$ cat config.mk
export PLATFORM = sky130hd
export DESIGN_NAME = reg_file_wb
export DESIGN_NICKNAME = d
export VERILOG_FILES = /design/src/rtl/cpu_pkg.sv /design/src/rtl/dec5_32.sv /design/src/rtl/reg_file_wb.sv
export SDC_FILE = /design/constraint.sdc
export NUM_CORES = 2
export LEC_CHECK = 0
export BUFFER_PORTS_ARGS = -buffer_cell sky130_fd_sc_hd__buf_4
export CAP_MARGIN = 10
export CORE_MARGIN = 2
export CORE_UTILIZATION = 55
export CTS_BUF_LIST = sky130_fd_sc_hd__clkbuf_16
export CTS_CLUSTER_SIZE = 28
export DETAILED_ROUTE_END_ITERATION = 7
export MAX_ROUTING_LAYER = met4
export PLACE_DENSITY = 0.8
export SLEW_MARGIN = 40
export SYNTH_ARGS = -nofsm -noshare
export SYNTH_HDL_FRONTEND = slang
export SYNTH_SLANG_ARGS = --single-unit
$ cat constraint.sdc
create_clock -name Clk -period 2.3 [get_ports Clk]
set_input_delay 0.46 -clock Clk [delete_from_list [all_inputs] [get_ports Clk]]
set_output_delay 0.46 -clock Clk [all_outputs]
set_load 0.03 [all_outputs]
$ cat src/rtl/cpu_pkg.sv
// Datapath constants shared by the destination-select, register-file and write-back logic.
// No logic here: widths, register count and the hardwired-zero register index.
package cpu_pkg;

  localparam int DATA_W   = 32;
  localparam int ADDR_W   = 5;
  localparam int NUM_REGS = 2 ** ADDR_W;

  localparam logic [ADDR_W-1:0] REG_ZERO = 5'd0;

endpackage

$ cat src/rtl/dec5_32.sv
// One-hot address decoder with enable; purely combinational, no handshake.
// With en_i low the output is all-zero regardless of addr_i, so an unknown address cannot leak through.
module dec5_32 #(
  parameter int ADDR_W  = 5,
  parameter int NUM_OUT = 2 ** ADDR_W
) (
  input  logic [ADDR_W-1:0]  addr_i,
  input  logic               en_i,
  output logic [NUM_OUT-1:0] dec_o
);

  always_comb begin
    dec_o = '0;
    if (en_i) begin
      dec_o[addr_i] = 1'b1;
    end
  end

endmodule

$ cat src/rtl/reg_file_wb.sv
// Register file: 2 combinational read ports with write-to-read bypass, 1 write port on rising Clk.
// Zero-cycle reads; no backpressure; register 0 is hardwired to zero; async active-low reset clears all.
module reg_file_wb #(
  parameter int DATA_W = cpu_pkg::DATA_W,
  parameter int ADDR_W = cpu_pkg::ADDR_W
) (
  input  logic              Clk,
  input  logic              Rst_n,
  input  logic [ADDR_W-1:0] RA,
  input  logic [ADDR_W-1:0] RB,
  input  logic [ADDR_W-1:0] W,
  input  logic              WE,
  input  logic [DATA_W-1:0] Din,
  output logic [DATA_W-1:0] DoutA,
  output logic [DATA_W-1:0] DoutB
);

  import cpu_pkg::*;

  localparam int DEPTH = 2 ** ADDR_W;

  logic [DEPTH-1:0]  wr_dec;
  logic [DEPTH-1:0]  wr_onehot;
  logic [DATA_W-1:0] regs_q [DEPTH];
  logic [DATA_W-1:0] regs_d [DEPTH];

  dec5_32 #(
    .ADDR_W  (ADDR_W),
    .NUM_OUT (DEPTH)
  ) u_wr_dec (
    .addr_i (W),
    .en_i   (WE),
    .dec_o  (wr_dec)
  );

  // Bit 0 masked so register 0 can never be loaded.
  assign wr_onehot = wr_dec & {{(DEPTH-1){1'b1}}, 1'b0};

  always_comb begin
    for (int i = 0; i < DEPTH; i++) begin
      regs_d[i] = wr_onehot[i] ? Din : regs_q[i];
    end
  end

  always_ff @(posedge Clk or negedge Rst_n) begin
    if (!Rst_n) begin
      for (int i = 0; i < DEPTH; i++) begin
        regs_q[i] <= '0;
      end
    end else begin
      for (int i = 0; i < DEPTH; i++) begin
        regs_q[i] <= regs_d[i];
      end
    end
  end

  // Reset forces zero even when Din would otherwise be bypassed.
  always_comb begin
    DoutA = '0;
    if (Rst_n && (RA != ADDR_W'(REG_ZERO))) begin
      DoutA = (WE && (W == RA)) ? Din : regs_q[RA];
    end
  end

  always_comb begin
    DoutB = '0;
    if (Rst_n && (RB != ADDR_W'(REG_ZERO))) begin
      DoutB = (WE && (W == RB)) ? Din : regs_q[RB];
    end
  end

endmodule

Yosys cells after proc, flatten, opt, wreduce, memory -nomap -nowiden
Cells that the tools add are included.
{"block": "op_classes", "magnitude_cmp": 4, "n_eq_ne": 2, "mux": 13, "bitwise_logic": 2, "n_reduce_logical": 7}
{"cell": "$bmux 32 s5", "n": 2}
{"cell": "$mux 32", "n": 9}
{"cell": "$ge 6x6->1 const B", "n": 2}
{"cell": "$not 5->6", "n": 2}
{"cell": "$eq 5x5->1", "n": 2}
{"cell": "$reduce_bool 5->1", "n": 2}
{"cell": "$lt 5x6->1 const B", "n": 1}
{"cell": "$demux 1 s5", "n": 1}
{"cell": "$ge 5x1->1 const B", "n": 1}
{"cell": "$logic_and 1x1->1", "n": 5}
{"cell": "$mux 1", "n": 1}
{"block": "totals", "ff_bits": 992, "in_bits": 50, "word_cells": 59}

Longest topological paths before layout
{"block": "logic_depth", "ltp_word": 6, "mapped_depth": 10, "ltp_nobuf": 5}

Hierarchy
A second synthesis with hierarchy kept.
{"block": "hier_totals", "cells_unflattened": 3767, "hier_area_um2": 53894.2}
{"module": "reg_file_wb", "n_inst": 1, "cells_per_inst": 3720, "area_each_um2": 53664.0, "seq_area_each_um2": 24823.8}
{"module": "dec5_32", "n_inst": 1, "cells_per_inst": 47, "area_each_um2": 230.2, "seq_area_each_um2": 0.0}

Worst setup path before layout
Ideal clock, no wire load.
{"block": "synth_timing", "path_kind": "input-to-output", "startpoint": "in RA[2]", "endpoint": "out DoutA[18]", "arrival_ns": 2.413, "t_required_ns": 1.840, "path_slack_ns": -0.573, "stages": 8, "path_buffers": 3, "path_cell_list": "buf_2 buf_2 clkbuf_1 nor2b_1 a21oi_1 o221ai_1 a31oi_1 a211oi_1"}
{"block": "synth_via", "elab_chain_len": 6}
{"element": "start, declared", "line_no": "reg_file_wb.sv:9", "source": "input logic [ADDR_W-1:0] RA,"}
{"element": "$not 5->6 (not written as such)", "line_no": "reg_file_wb.sv:61", "source": "DoutA = (WE && (W == RA)) ? Din : regs_q[RA];"}
{"element": "$bmux 32 s5", "line_no": "reg_file_wb.sv:61"}
{"element": "$mux 32 (not written as such) (2 in a row)", "line_no": "reg_file_wb.sv:61"}
{"element": "$mux 32", "line_no": "reg_file_wb.sv:61"}
{"element": "$mux 32 *", "line_no": "reg_file_wb.sv:60", "source": "if (Rst_n && (RA != ADDR_W'(REG_ZERO))) begin"}
{"element": "end, declared", "line_no": "reg_file_wb.sv:14", "source": "output logic [DATA_W-1:0] DoutA,"}
Every way passes the cells marked *; elsewhere a longest branch is shown, timed or not. The select of a mux whose other input is x is not followed.

Worst setup path in the final report
{"block": "layout_timing", "startpoint": "reg regs_q[712] (netlist bit)", "endpoint": "out DoutA[8]"}
{"block": "layout_via", "elab_chain_len": 5}
{"element": "start, declared", "line_no": "reg_file_wb.sv:24", "source": "logic [DATA_W-1:0] regs_q [DEPTH];"}
{"element": "start signal, assigned by index", "line_no": "reg_file_wb.sv:52", "source": "regs_q[i] <= regs_d[i];"}
{"element": "$bmux 32 s5", "line_no": "reg_file_wb.sv:61"}
{"element": "$mux 32 (not written as such) (2 in a row)", "line_no": "reg_file_wb.sv:61"}
{"element": "$mux 32", "line_no": "reg_file_wb.sv:61"}
{"element": "$mux 32", "line_no": "reg_file_wb.sv:60"}
No other way between the ends. The select of a mux whose other input is x is not followed.

==> results.yml <==
cts:
  clock_sinks: 992
  cts_buffer_depth: 3
  clk_pin_slew_ns: 0.07
  clk_latency_ns: 0.71
  cts_max_level: 3
  root_buffer: "clkbuf_16"
  cts_buffers: 105
  cts_tree: "yes"
drt:
  first_pass_iters: 8
  vias_per_cell: 7.453
  post_drt_wl_per_cell_um: 36.79
  drc_errors: 3
  num_vias: 43440
  routed_wl_um: 214400
  ant_nets: 0
  drtIter0Drc: 6058
final_layout:
  seq_area_um2: 24820
  drive_gt1_frac: 0.6080
  top_register: "regs_q"
  largest_reg_flops: 992
  fill_cells: 5792
  multi_input_area_um2: 29820
  reg.largest.list: "regs_q x992"
  finalNetCount: 4494
  area_delta_synth_final_pct: 27.54
run:
  maxCapViolCount: 0
pwr:
  p_int_mw: 38.05
  p_seq_frac: 0.435
  power.density_nw_per_um2: 788.5
  peakVddDrop_uv: 619.8
  leakagePower_nw: 30.28
  total_power_mw: 54.69
  combPwrFrac: 0.262
  power.share.clock: 0.303
  p_sw_mw: 16.64
  power.share.switching: 0.3042
synthesis:
  syn-num-nets: 3952
  async_reset_ff_frac: 1.000
  avgSynthCellArea_um2: 13.94
  synth_edf_count: 0
  netlist_area_um2: 54390
  synth_cells: 3902
  synth_cell_types: 66
  ys_seq_area_frac: 0.4564
  yosysWarnings: 0
  synth_ff_type: "dfrtp_1"
  ys_ff_latch: 992
global_routing:
  grt_pass1_wl_um: 299900
  grt_usage: 0.4176
  grt_antenna_before_repair: 17
  grt_max_degree: 152
  grt_pass1_vias: 43520
  overflow: 0
worst_setup_path:
  slowest_delay_ns: 0.49
  required_ns: 1.84
  end_kind: "output pin"
  critPathMaxFanout: 2
  cp.arrival_ns: 2.75
  path_class: "reg -> out"
  worstPathCellList: "mux4_2 > a22o_1 > a221oi_2 > o31a_1 > a211oi_4 > buf_6"
  slowest_stage: "mux4_2"
  cp-start-kind: "flip-flop"
sta:
  setup_tns_ns: -43.30
  setup_viol: 64
  finalHoldViolations: 0
  max_slew.worst_pin.slew_ns: 0.8386
  slew_violations: 0
  rsz0062_at_grt: "true"
  period_needed_ns: 3.210
  fin_skew_ns: 0
  period_share: 1.396
  finalWorstSetupSlack_ns: -0.9098
  maxClockFrequency_mhz: 311.5
  maxSlewHeadroom: 0.4397
run_status:
  violations: "DRC, setup timing"
  outcome: "finished with violations"
place:
  dpl.hpwl_um: 127700
  io_buffers: 113
  gp_congestion: 0.9750
floorplan:
  coreArea_um2: 98130
  die_x_um: 318.5
  die_y_um: 318.5
  io_pins: 114
  num_rows: 115
  dieArea_um2: 101400
  start_util: 0.5542
min_path:
  hold_class: "in -> async"
-- power by group through the flow --
stage          registers [mW]  clock network, mW  logic [mW]
2_1_floorplan            22.7                  0        8.76
3_3_place_gp             23.4                  0        11.8
3_5_place_dp             23.7                  0        12.2
4_1_cts                  23.4               16.4        13.4
5_1_grt                  24.0               17.2        14.9
6_report                 23.8               16.6        14.3
-- critical path, delay by kind of cell, from the launching register on --
kind            cells  cell delay (ns)
compound gates      4             0.96
buf+inv             1             0.16
flops               1             0.41
mux                 1             0.49
-- final cells by class --
type	count	area share
Clock inverter	81	0.007991
Timing Repair Buffer	856	0.1415
Sequential cell	992	0.3579
Tap cell	1287	0.02322
Multi-Input combinational cell	2484	0.4299
Antenna cell	16	0.0005772
Inverter	5	0.0003067
Clock buffer	107	0.03860
-- cell families after synthesis --
group,Yosys count,share of synthesized area
flip-flops,992,0.4564
AO/OA/AOI/OAI,434,0.05885
AND/OR/NAND/NOR,401,0.03382
multiplexers,1638,0.4077
XOR/XNOR,10,0.001611
buffers and inverters,427,0.04162
-- stage by stage --
step	instance area [um2]	util	cells	worst slack (ns)	hold WS, ns
floorplan	55810	-	3902	-0.2380	0.1644
global placement	62240	0.6343	5462	-0.7808	0.4757
detailed placement	62280	0.6346	5463	-0.8009	0.4734
CTS	68230	0.6952	5773	-0.8275	0.06408
global route	69360	0.7068	5827	-0.9112	0.08842
finish	69360	0.7068	5828	-0.9098	0.09328
-- cell usage in the layout (no fill, tap or decap), types with 10 or more instances in the layout --
cell type,synthesis,layout
a21oi_1,45,35
buf_4,37,517
and2_4,0,13
buf_16,0,25
or4_4,0,17
mux2_2,1068,1064
nor2_1,134,102
a22oi_1,69,35
nor2_4,0,16
mux2i_2,0,11
nand3_1,54,46
nand2_2,1,21
mux4_2,347,350
nand2_1,129,109
mux2i_1,217,201
clkbuf_16,0,111
buf_8,1,12
inv_1,4,24
a22oi_2,0,34
a211oi_4,0,17
diode_2,0,16
o22ai_1,79,64
nor2_2,1,17
a211oi_2,6,21
a21o_1,10,10
o311ai_2,0,17
a211oi_1,43,11
o22ai_2,0,14
clkinv_1,0,25
nor2b_1,14,12
o32a_4,0,10
a31oi_4,0,23
o311a_1,13,13
dfrtp_1,992,992
buf_6,31,114
buf_12,6,177
clkinv_2,0,20
o221ai_1,24,23
o311ai_4,0,17
-- layer usage --
| metal | track usage | wire length [um] | up-vias |
|---|---|---|---|
| met1 | 0.5040 | 71220 | 22080 |
| met3 | 0.1563 | 32560 | 1350 |
| met5 | - | 0 | - |
| met2 | 0.5801 | 90100 | 3946 |
| li1 | - | - | 16060 |
| met4 | 0.2894 | 20550 | 0 |
-- path summary, 6_finish.rpt --
path	slack [ns]	to	start	cells after the start
setup / recovery	-0.91	DoutA[8]	regs_q[712]$_DFFE_PN0P_	6
hold / removal	0.09	regs_q[158]$_DFFE_PN0P_	Rst_n	4
setup reg to reg	1.14	regs_q[647]$_DFFE_PN0P_	regs_q[647]$_DFFE_PN0P_	3
hold reg to reg	0.52	regs_q[430]$_DFFE_PN0P_	regs_q[430]$_DFFE_PN0P_	1
max in group asynchronous	0.25	regs_q[128]$_DFFE_PN0P_	Rst_n	5
min in group Clk	0.09	regs_q[920]$_DFFE_PN0P_	Din[24]	2
-- synth_stat cells (4+ instances only) --
cell type	number	area share
mux2_2	1068	0.22
dfrtp_1	992	0.46
mux4_2	347	0.14
mux2i_1	217	0.040
clkbuf_1	164	0.011
nor2_1	134	0.0092
nand2_1	129	0.0089
buf_2	123	0.011
o22ai_1	79	0.0091
a22oi_1	69	0.0095
buf_1	55	0.0038
nand3_1	54	0.0050
a21oi_1	45	0.0041
a211oi_1	43	0.0059
buf_4	37	0.0051
o311ai_0	33	0.0053
buf_6	31	0.0064
a31oi_1	29	0.0033
o221ai_1	24	0.0039
o21ai_0	20	0.0018
or4_1	17	0.0023
nor2b_1	14	0.0016
and2_1	13	0.0015
o311a_1	13	0.0024
o32a_1	13	0.0024
a221oi_1	11	0.0018
a41oi_1	11	0.0018
a21o_1	10	0.0014
xor2_1	8	0.0013
a211oi_2	6	0.0014
buf_12	6	0.0022
mux4_1	6	0.0029
a22o_1	5	0.00081
nand2b_1	5	0.00058
nand3b_1	5	0.00069
nor3b_1	5	0.00069
o221a_2	5	0.0010
o31a_1	5	0.00081
a311o_1	4	0.00074
and3_1	4	0.00046
inv_1	4	0.00028
o22a_1	4	0.00064
-- repair_timing --
item | in CTS | in global routing
cloned | 16 | 4
gates resized for setup | 322 | 129
endpoints found under the hold margin | 29 | 0
hold buffers | 3 | 0
pin swaps | 167 | 87
setup buffers | 110 | 42
setup endpoints to repair | 64 | 64
Note: power is estimated with default switching activity, not from simulation.
